==> config.mk <==
export PLATFORM = sky130hd
export DESIGN_NAME = inst_fetch_flat
export DESIGN_NICKNAME = d
export VERILOG_FILES = /design/src/rtl/ifetch_pkg.sv /design/src/rtl/inst_fetch_if.sv /design/src/rtl/inst_fetch.sv /design/src/flat_wrapper.sv
export SDC_FILE = /design/constraint.sdc
export NUM_CORES = 1
export LEC_CHECK = 0
export ABC_CLOCK_PERIOD_IN_PS = 2100
export CORE_ASPECT_RATIO = 2
export CORE_MARGIN = 5
export CORE_UTILIZATION = 35
export DETAILED_ROUTE_END_ITERATION = 16
export MAX_ROUTING_LAYER = met4
export PLACE_DENSITY = 0.68
export SLEW_MARGIN = 20
export SYNTH_ARGS = -nofsm -noshare
export SYNTH_HDL_FRONTEND = slang
export SYNTH_SLANG_ARGS = --single-unit
==> constraint.sdc <==
create_clock -name i_clk -period 2.1 [get_ports i_clk]
set_clock_uncertainty 0.15 [all_clocks]
set_input_delay 0.315 -clock i_clk [delete_from_list [all_inputs] [get_ports i_clk]]
set_output_delay 0.315 -clock i_clk [all_outputs]
set_load 0.1 [all_outputs]
==> src/rtl/ifetch_pkg.sv <==
// Shared definitions for the instruction-fetch stage: FSM encoding and the
// default sequential increment / reset vector used by inst_fetch.
package ifetch_pkg;

  localparam int unsigned ADDR_W_DEF     = 64;
  localparam int unsigned INST_W_DEF     = 32;
  localparam int unsigned INST_BYTES_DEF = 4;
  localparam logic [63:0] RESET_VEC_DEF  = 64'h0;

  typedef enum logic [1:0] {
    S_IDLE = 2'd0,
    S_REQ  = 2'd1,
    S_WAIT = 2'd2
  } state_t;

  // Sequential next address; wraps modulo 2^ADDR_W because the sum is
  // truncated to the operand width.
  function automatic logic [63:0] seq_next(input logic [63:0] pc,
                                           input int unsigned incr);
    return pc + 64'(incr);
  endfunction

endpackage

==> src/rtl/inst_fetch_if.sv <==
// Bundle of PC, instruction-memory, decode and branch-redirect signals seen
// by inst_fetch. The fetch stage uses the slave modport; its environment
// (PC register, imem, decode, execute) uses master.
// Handshake: i_pc_valid is a one-cycle pulse qualifying i_pc_addr; o_imem_cen
// is a one-cycle read request, the read completes in the first cycle after it
// with i_imem_stall low, i_imem_rdata is valid in that cycle; o_inst_valid is
// a one-cycle pulse qualifying o_inst. There is no back-pressure on o_inst.
interface inst_fetch_if
  import ifetch_pkg::*;
#(
  parameter int unsigned ADDR_W = ADDR_W_DEF,
  parameter int unsigned INST_W = INST_W_DEF
);

  logic [ADDR_W-1:0] i_pc_addr;
  logic              i_pc_valid;
  logic [ADDR_W-1:0] o_next_addr;
  logic              o_imem_cen;
  logic [ADDR_W-1:0] o_imem_addr;
  logic              i_imem_stall;
  logic [INST_W-1:0] i_imem_rdata;
  logic [INST_W-1:0] o_inst;
  logic              o_inst_valid;
  logic              i_branch_taken;
  logic [ADDR_W-1:0] i_branch_target;
  logic              o_busy;
  logic              o_overrun;
  state_t            dbg_state;

  modport slave (
    input  i_pc_addr, i_pc_valid, i_imem_stall, i_imem_rdata,
           i_branch_taken, i_branch_target,
    output o_next_addr, o_imem_cen, o_imem_addr, o_inst, o_inst_valid,
           o_busy, o_overrun, dbg_state
  );

  modport master (
    output i_pc_addr, i_pc_valid, i_imem_stall, i_imem_rdata,
           i_branch_taken, i_branch_target,
    input  o_next_addr, o_imem_cen, o_imem_addr, o_inst, o_inst_valid,
           o_busy, o_overrun, dbg_state
  );

endinterface

==> src/rtl/inst_fetch.sv <==
// Instruction fetch: one imem read per PC valid pulse, next-PC generation with
// branch redirect. Optional sticky overrun flag under IFETCH_OVERRUN_CHK_EN.
module inst_fetch
  import ifetch_pkg::*;
#(
  parameter int unsigned       ADDR_W     = ADDR_W_DEF,
  parameter int unsigned       INST_W     = INST_W_DEF,
  parameter int unsigned       INST_BYTES = INST_BYTES_DEF,
  parameter logic [ADDR_W-1:0] RESET_VEC  = ADDR_W'(RESET_VEC_DEF)
) (
  input logic         i_clk,
  input logic         i_rst_n,
  inst_fetch_if.slave bus
);

  state_t            state_q;
  state_t            state_d;
  logic [ADDR_W-1:0] pc_q;
  logic [ADDR_W-1:0] next_addr_q;
  logic [INST_W-1:0] inst_q;
  logic              inst_valid_q;
  logic              accept;
  logic              capture;
  logic              ignored_pulse;

  // A pulse is only taken in IDLE; anywhere else it is dropped.
  assign accept        = (state_q == S_IDLE) && bus.i_pc_valid;
  assign capture       = (state_q == S_WAIT) && !bus.i_imem_stall;
  assign ignored_pulse = (state_q != S_IDLE) && bus.i_pc_valid;

  always_ff @(posedge i_clk or negedge i_rst_n) begin
    if (!i_rst_n) state_q <= S_IDLE;
    else          state_q <= state_d;
  end

  always_comb begin
    state_d = state_q;
    case (state_q)
      S_IDLE:  if (bus.i_pc_valid) state_d = S_REQ;
      S_REQ:   state_d = S_WAIT;
      S_WAIT:  if (!bus.i_imem_stall) state_d = S_IDLE;
      default: state_d = S_IDLE;
    endcase
  end

  always_ff @(posedge i_clk or negedge i_rst_n) begin
    if (!i_rst_n) begin
      pc_q        <= '0;
      next_addr_q <= RESET_VEC;
    end else if (accept) begin
      // Sequential address has priority over a coincident redirect.
      pc_q        <= bus.i_pc_addr;
      next_addr_q <= ADDR_W'(seq_next(64'(bus.i_pc_addr), INST_BYTES));
    end else if (bus.i_branch_taken) begin
      next_addr_q <= bus.i_branch_target;
    end
  end

  always_ff @(posedge i_clk or negedge i_rst_n) begin
    if (!i_rst_n) begin
      inst_q       <= '0;
      inst_valid_q <= 1'b0;
    end else begin
      inst_valid_q <= capture;
      if (capture) inst_q <= bus.i_imem_rdata;
    end
  end

`ifdef IFETCH_OVERRUN_CHK_EN
  logic overrun_q;

  always_ff @(posedge i_clk or negedge i_rst_n) begin
    if (!i_rst_n)           overrun_q <= 1'b0;
    else if (ignored_pulse) overrun_q <= 1'b1;
  end

  assign bus.o_overrun = overrun_q;
`else
  logic unused_ignored;
  assign unused_ignored = ignored_pulse;
  assign bus.o_overrun  = 1'b0;
`endif

  assign bus.o_next_addr  = next_addr_q;
  assign bus.o_imem_cen   = (state_q == S_REQ);
  assign bus.o_imem_addr  = pc_q;
  assign bus.o_inst       = inst_q;
  assign bus.o_inst_valid = inst_valid_q;
  assign bus.o_busy       = (state_q != S_IDLE);
  assign bus.dbg_state    = state_q;

endmodule
==> src/flat_wrapper.sv <==
// flat-port wrapper written by rule: the top's interface ports become plain ports
module inst_fetch_flat import ifetch_pkg::*;
#(
  parameter int unsigned       ADDR_W     = ADDR_W_DEF,
  parameter int unsigned       INST_W     = INST_W_DEF,
  parameter int unsigned       INST_BYTES = INST_BYTES_DEF,
  parameter logic [ADDR_W-1:0] RESET_VEC  = ADDR_W'(RESET_VEC_DEF)
)
  (i_clk, i_rst_n, bus_i_pc_addr, bus_i_pc_valid, bus_i_imem_stall, bus_i_imem_rdata, bus_i_branch_taken, bus_i_branch_target, bus_o_next_addr, bus_o_imem_cen, bus_o_imem_addr, bus_o_inst, bus_o_inst_valid, bus_o_busy, bus_o_overrun, bus_dbg_state);
  inst_fetch_if #(.ADDR_W(ADDR_W), .INST_W(INST_W)) bus_i ();
  input logic i_clk;
  input logic i_rst_n;
  input wire logic [$bits(bus_i.i_pc_addr)-1:0] bus_i_pc_addr;
  input wire logic [$bits(bus_i.i_pc_valid)-1:0] bus_i_pc_valid;
  input wire logic [$bits(bus_i.i_imem_stall)-1:0] bus_i_imem_stall;
  input wire logic [$bits(bus_i.i_imem_rdata)-1:0] bus_i_imem_rdata;
  input wire logic [$bits(bus_i.i_branch_taken)-1:0] bus_i_branch_taken;
  input wire logic [$bits(bus_i.i_branch_target)-1:0] bus_i_branch_target;
  output wire logic [$bits(bus_i.o_next_addr)-1:0] bus_o_next_addr;
  output wire logic [$bits(bus_i.o_imem_cen)-1:0] bus_o_imem_cen;
  output wire logic [$bits(bus_i.o_imem_addr)-1:0] bus_o_imem_addr;
  output wire logic [$bits(bus_i.o_inst)-1:0] bus_o_inst;
  output wire logic [$bits(bus_i.o_inst_valid)-1:0] bus_o_inst_valid;
  output wire logic [$bits(bus_i.o_busy)-1:0] bus_o_busy;
  output wire logic [$bits(bus_i.o_overrun)-1:0] bus_o_overrun;
  output wire logic [$bits(bus_i.dbg_state)-1:0] bus_dbg_state;
  assign bus_i.i_pc_addr = bus_i_pc_addr;
  assign bus_i.i_pc_valid = bus_i_pc_valid;
  assign bus_i.i_imem_stall = bus_i_imem_stall;
  assign bus_i.i_imem_rdata = bus_i_imem_rdata;
  assign bus_i.i_branch_taken = bus_i_branch_taken;
  assign bus_i.i_branch_target = bus_i_branch_target;
  assign bus_o_next_addr = bus_i.o_next_addr;
  assign bus_o_imem_cen = bus_i.o_imem_cen;
  assign bus_o_imem_addr = bus_i.o_imem_addr;
  assign bus_o_inst = bus_i.o_inst;
  assign bus_o_inst_valid = bus_i.o_inst_valid;
  assign bus_o_busy = bus_i.o_busy;
  assign bus_o_overrun = bus_i.o_overrun;
  assign bus_dbg_state = bus_i.dbg_state;
  inst_fetch #(.ADDR_W(ADDR_W), .INST_W(INST_W), .INST_BYTES(INST_BYTES), .RESET_VEC(RESET_VEC)) u_core (.i_clk(i_clk), .i_rst_n(i_rst_n), .bus(bus_i));
endmodule
==> impl_metrics.tcl <==
set metrics [dict create \
    clkTransAtPathRegs_ns 0.07 \
    wirelength_mm 31.8 \
    grt_pass1_wl_mm 48.8 \
    regToRegEndpoint "u_core.bus.o_next_addr[61]$_DFFE_PN0P_" \
    ios 331 \
    grt_max_degree 75 \
    maxCapViolations 0 \
    nets 1491 \
    worstMarginPinSlew_ns 0.602 \
    reg2reg_depth 6 \
    vias 8329 \
    gp_congestion 0.909 \
    hold_viol_final 1 \
    avgViaCountPerCell 5.13 \
    grt-ovfl-total 0 \
    clock_sinks 163 \
    post-route-period-util 1.03 \
    crit_arrival_ns 2.38 \
    ys_ff_latch 163 \
    r2r_slack_ns 0.16 \
    routedWlPerCell_um 19.6 \
    fin_ws_ns -0.0566 \
    synth_nets 1029 \
    yosys_warnings 0 \
    ys_seq_area_frac 0.501 \
    clk_latency_ns 0.45 \
    synthCells 863 \
    rsz0062_at_grt "true" \
    drt-pass1-iter-count 5 \
    finalSetupViolCount 1 \
    grt_use_total 0.242 \
    coreArea_mm2 0.0231 \
    critPathCaptureType "flip-flop" \
    violations "negative hold slack, negative setup slack" \
    outcome "complete, but fails checks" \
    initial_utilization 0.352 \
    die_w_um 118 \
    slowest_stage "or4_4" \
    place_hpwl_mm 24.5 \
    syn_area_mm2 0.00815 \
    worstSetupStartpointType "input port" \
    syn_to_final_growth_pct 65.7 \
    path_class "in2reg" \
    drc_errors 0 \
    h-tree-depth 4 \
    hold-worst-slack_ns -0.0123 \
    final_cell_mix "buf_4, nand2_1, dfrtp_1, clkdlybuf4s50_1" \
    r2r-start "u_core.bus.dbg_state[1]$_DFFE_PN0P_" \
    grt_pass1_vias 8579 \
    final.fill_count 2050 \
    dieArea_mm2 0.0266 \
    synthDistinctLibCells 48 \
    cts_buffers 17 \
    rows 79 \
    ant_nets 0 \
    die_h_um 226 \
    max-clock-path-buffers 2 \
    slowest_delay_ns 0.58 \
    antenna_found_initial 5 \
    hold_class "in2reg" \
    finalCriticalPeriod_ns 2.16 \
    worstPathCellList "buf_2 > nand3_4 > or4_4 > buf_6 > nand4bb_4 > buf_6 > or4_4 > a31oi_4" \
    fmax_mhz 464 \
    cp_max_fo 6 \
    layout_commonest_cell "buf_4" \
    port_buffers 329 \
    root_buffer "clkbuf_16" \
    cts_tree "done" \
    final_max_slew_viol_count 0 \
    slew_headroom 0.599 \
    drive_gt1_frac 0.344 \
    drtIter0Drc 526 \
    avgSynthCellArea_um2 9.44 \
    crit_path_end "u_core.bus.o_next_addr[52]$_DFFE_PN0P_" \
    setup.worst_path.start "bus_i_pc_addr[21]" \
    crit_required_ns 2.33 \
    pre_cts_ws_ns -0.882 \
]
[worst min-delay path by stage]
stage | start | to | depth (start not counted)
2_1_floorplan | i_rst_n | u_core.bus.dbg_state[0]$_DFFE_PN0P_ | 0
3_3_place_gp | i_rst_n | u_core.bus.o_imem_addr[53]$_DFFE_PN0P_ | 1
3_5_place_dp | i_rst_n | u_core.bus.o_imem_addr[53]$_DFFE_PN0P_ | 1
4_1_cts | bus_i_pc_addr[22] | u_core.bus.o_imem_addr[22]$_DFFE_PN0P_ | 4
5_1_grt | bus_i_pc_addr[3] | u_core.bus.o_imem_addr[3]$_DFFE_PN0P_ | 3
6_report | bus_i_pc_addr[3] | u_core.bus.o_imem_addr[3]$_DFFE_PN0P_ | 3
[registers in the layout, indices dropped and copies added (netlist names)]
name                     flops
u_core.bus.o_imem_addr      64
u_core.bus.o_next_addr      64
u_core.bus.o_inst           32
u_core.bus.dbg_state         2
u_core.bus.o_inst_valid      1
[Yosys cell counts, drive strengths merged]
cell type / n / share of area
nand2: 199 / 0.092
dfrtp: 163 / 0.50
clkbuf: 46 / 0.021
nor2b: 43 / 0.033
a211oi: 42 / 0.039
o21ai: 33 / 0.020
a21oi: 32 / 0.020
mux2: 32 / 0.044
mux2i: 27 / 0.033
nand4: 27 / 0.021
xnor2: 23 / 0.025
nand3: 22 / 0.014
a31oi: 19 / 0.015
nor4: 16 / 0.012
inv: 14 / 0.0064
nor2: 14 / 0.0064
or4: 14 / 0.013
and3: 11 / 0.0084
or3: 10 / 0.0084
and4: 9 / 0.0098
buf: 9 / 0.0064
o31ai: 9 / 0.0083
xor2: 9 / 0.0097
nor3: 8 / 0.0049
and2: 7 / 0.0054
nand2b: 6 / 0.0046
or2: 3 / 0.0023
a21o: 2 / 0.0018
o31a: 2 / 0.0021
a21boi: 1 / 0.00092
a31o: 1 / 0.0011
a41oi: 1 / 0.0011
and4bb: 1 / 0.0015
conb: 1 / 0.00046
ha: 1 / 0.0015
nand3b: 1 / 0.00092
nand4bb: 1 / 0.0014
nor3b: 1 / 0.00092
nor4b: 1 / 0.0011
o41ai: 1 / 0.0011
or3b: 1 / 0.0011
[cells by family (layout without fill, tap and decap cells)]
| logic type | after synthesis | in the layout | share of synthesized area |
|---|---|---|---|
| xor gates and xnor gates | 32 | 32 | 0.0344 |
| AOI/OAI and AO/OA | 143 | 143 | 0.110 |
| DFF | 163 | 163 | 0.501 |
| and+or+nand+nor | 395 | 396 | 0.242 |
| adders and majority gates | 1 | 1 | 0.00154 |
| buffers and inverters | 69 | 542 | 0.0341 |
| muxes | 59 | 59 | 0.0774 |
| other | 1 | 6 | 0.000460 |
[routing by layer]
metal  global-route usage  part of all wire  vias up
li1                     -                 -     3967
met1                0.240              0.35     4012
met2                0.441              0.55      285
met3               0.0521             0.049       65
met4                0.127             0.048        0
met5                    -                 0        -
[critical path, delay by kind of cell]
kind / cells / cell delay (ns)
compound gates: 1 / 0.18
buf+inv: 3 / 0.43
simple gates: 4 / 1.45
[timing repair]
item                                   in CTS  in global routing
endpoints found under the hold margin      43                  0
setup buffers                               6                  7
pin swaps                                  21                 19
hold buffers                                1                  0
gates cloned                                2                  0
setup endpoints to repair                  35                 25
gates resized for setup                    63                 55
[area by class of cell]
type,count,area [um^2],area share
Sequential cell,163,4080,0.303
Timing Repair Buffer,497,4300,0.319
Clock buffer,22,484,0.0359
Inverter,14,55.1,0.00408
Antenna cell,5,12.5,0.000927
Clock inverter,9,129,0.00955
Multi-Input combinational cell,632,4080,0.302
Tap cell,283,354,0.0262
[per-stage QoR]
step / instances / TNS [ns] / hold slack [ns] / area, um^2 / utilization
final: 1625 / -0.0566 / -0.0123 / 13500 / 0.584
after global routing: 1625 / -0.0930 / 0.0141 / 13500 / 0.584
after CTS: 1613 / 0 / 0.0817 / 13300 / 0.575
after detailed placement: 1573 / -31.66 / 0.188 / 12500 / 0.543
after global placement: 1573 / -29.74 / 0.195 / 12500 / 0.543
after floorplan: 863 / -2.41 / -0.131 / 8240 / -
Power is not shown: default switching activity piles up to over one toggle a cycle in this logic, so the estimate is an artifact.
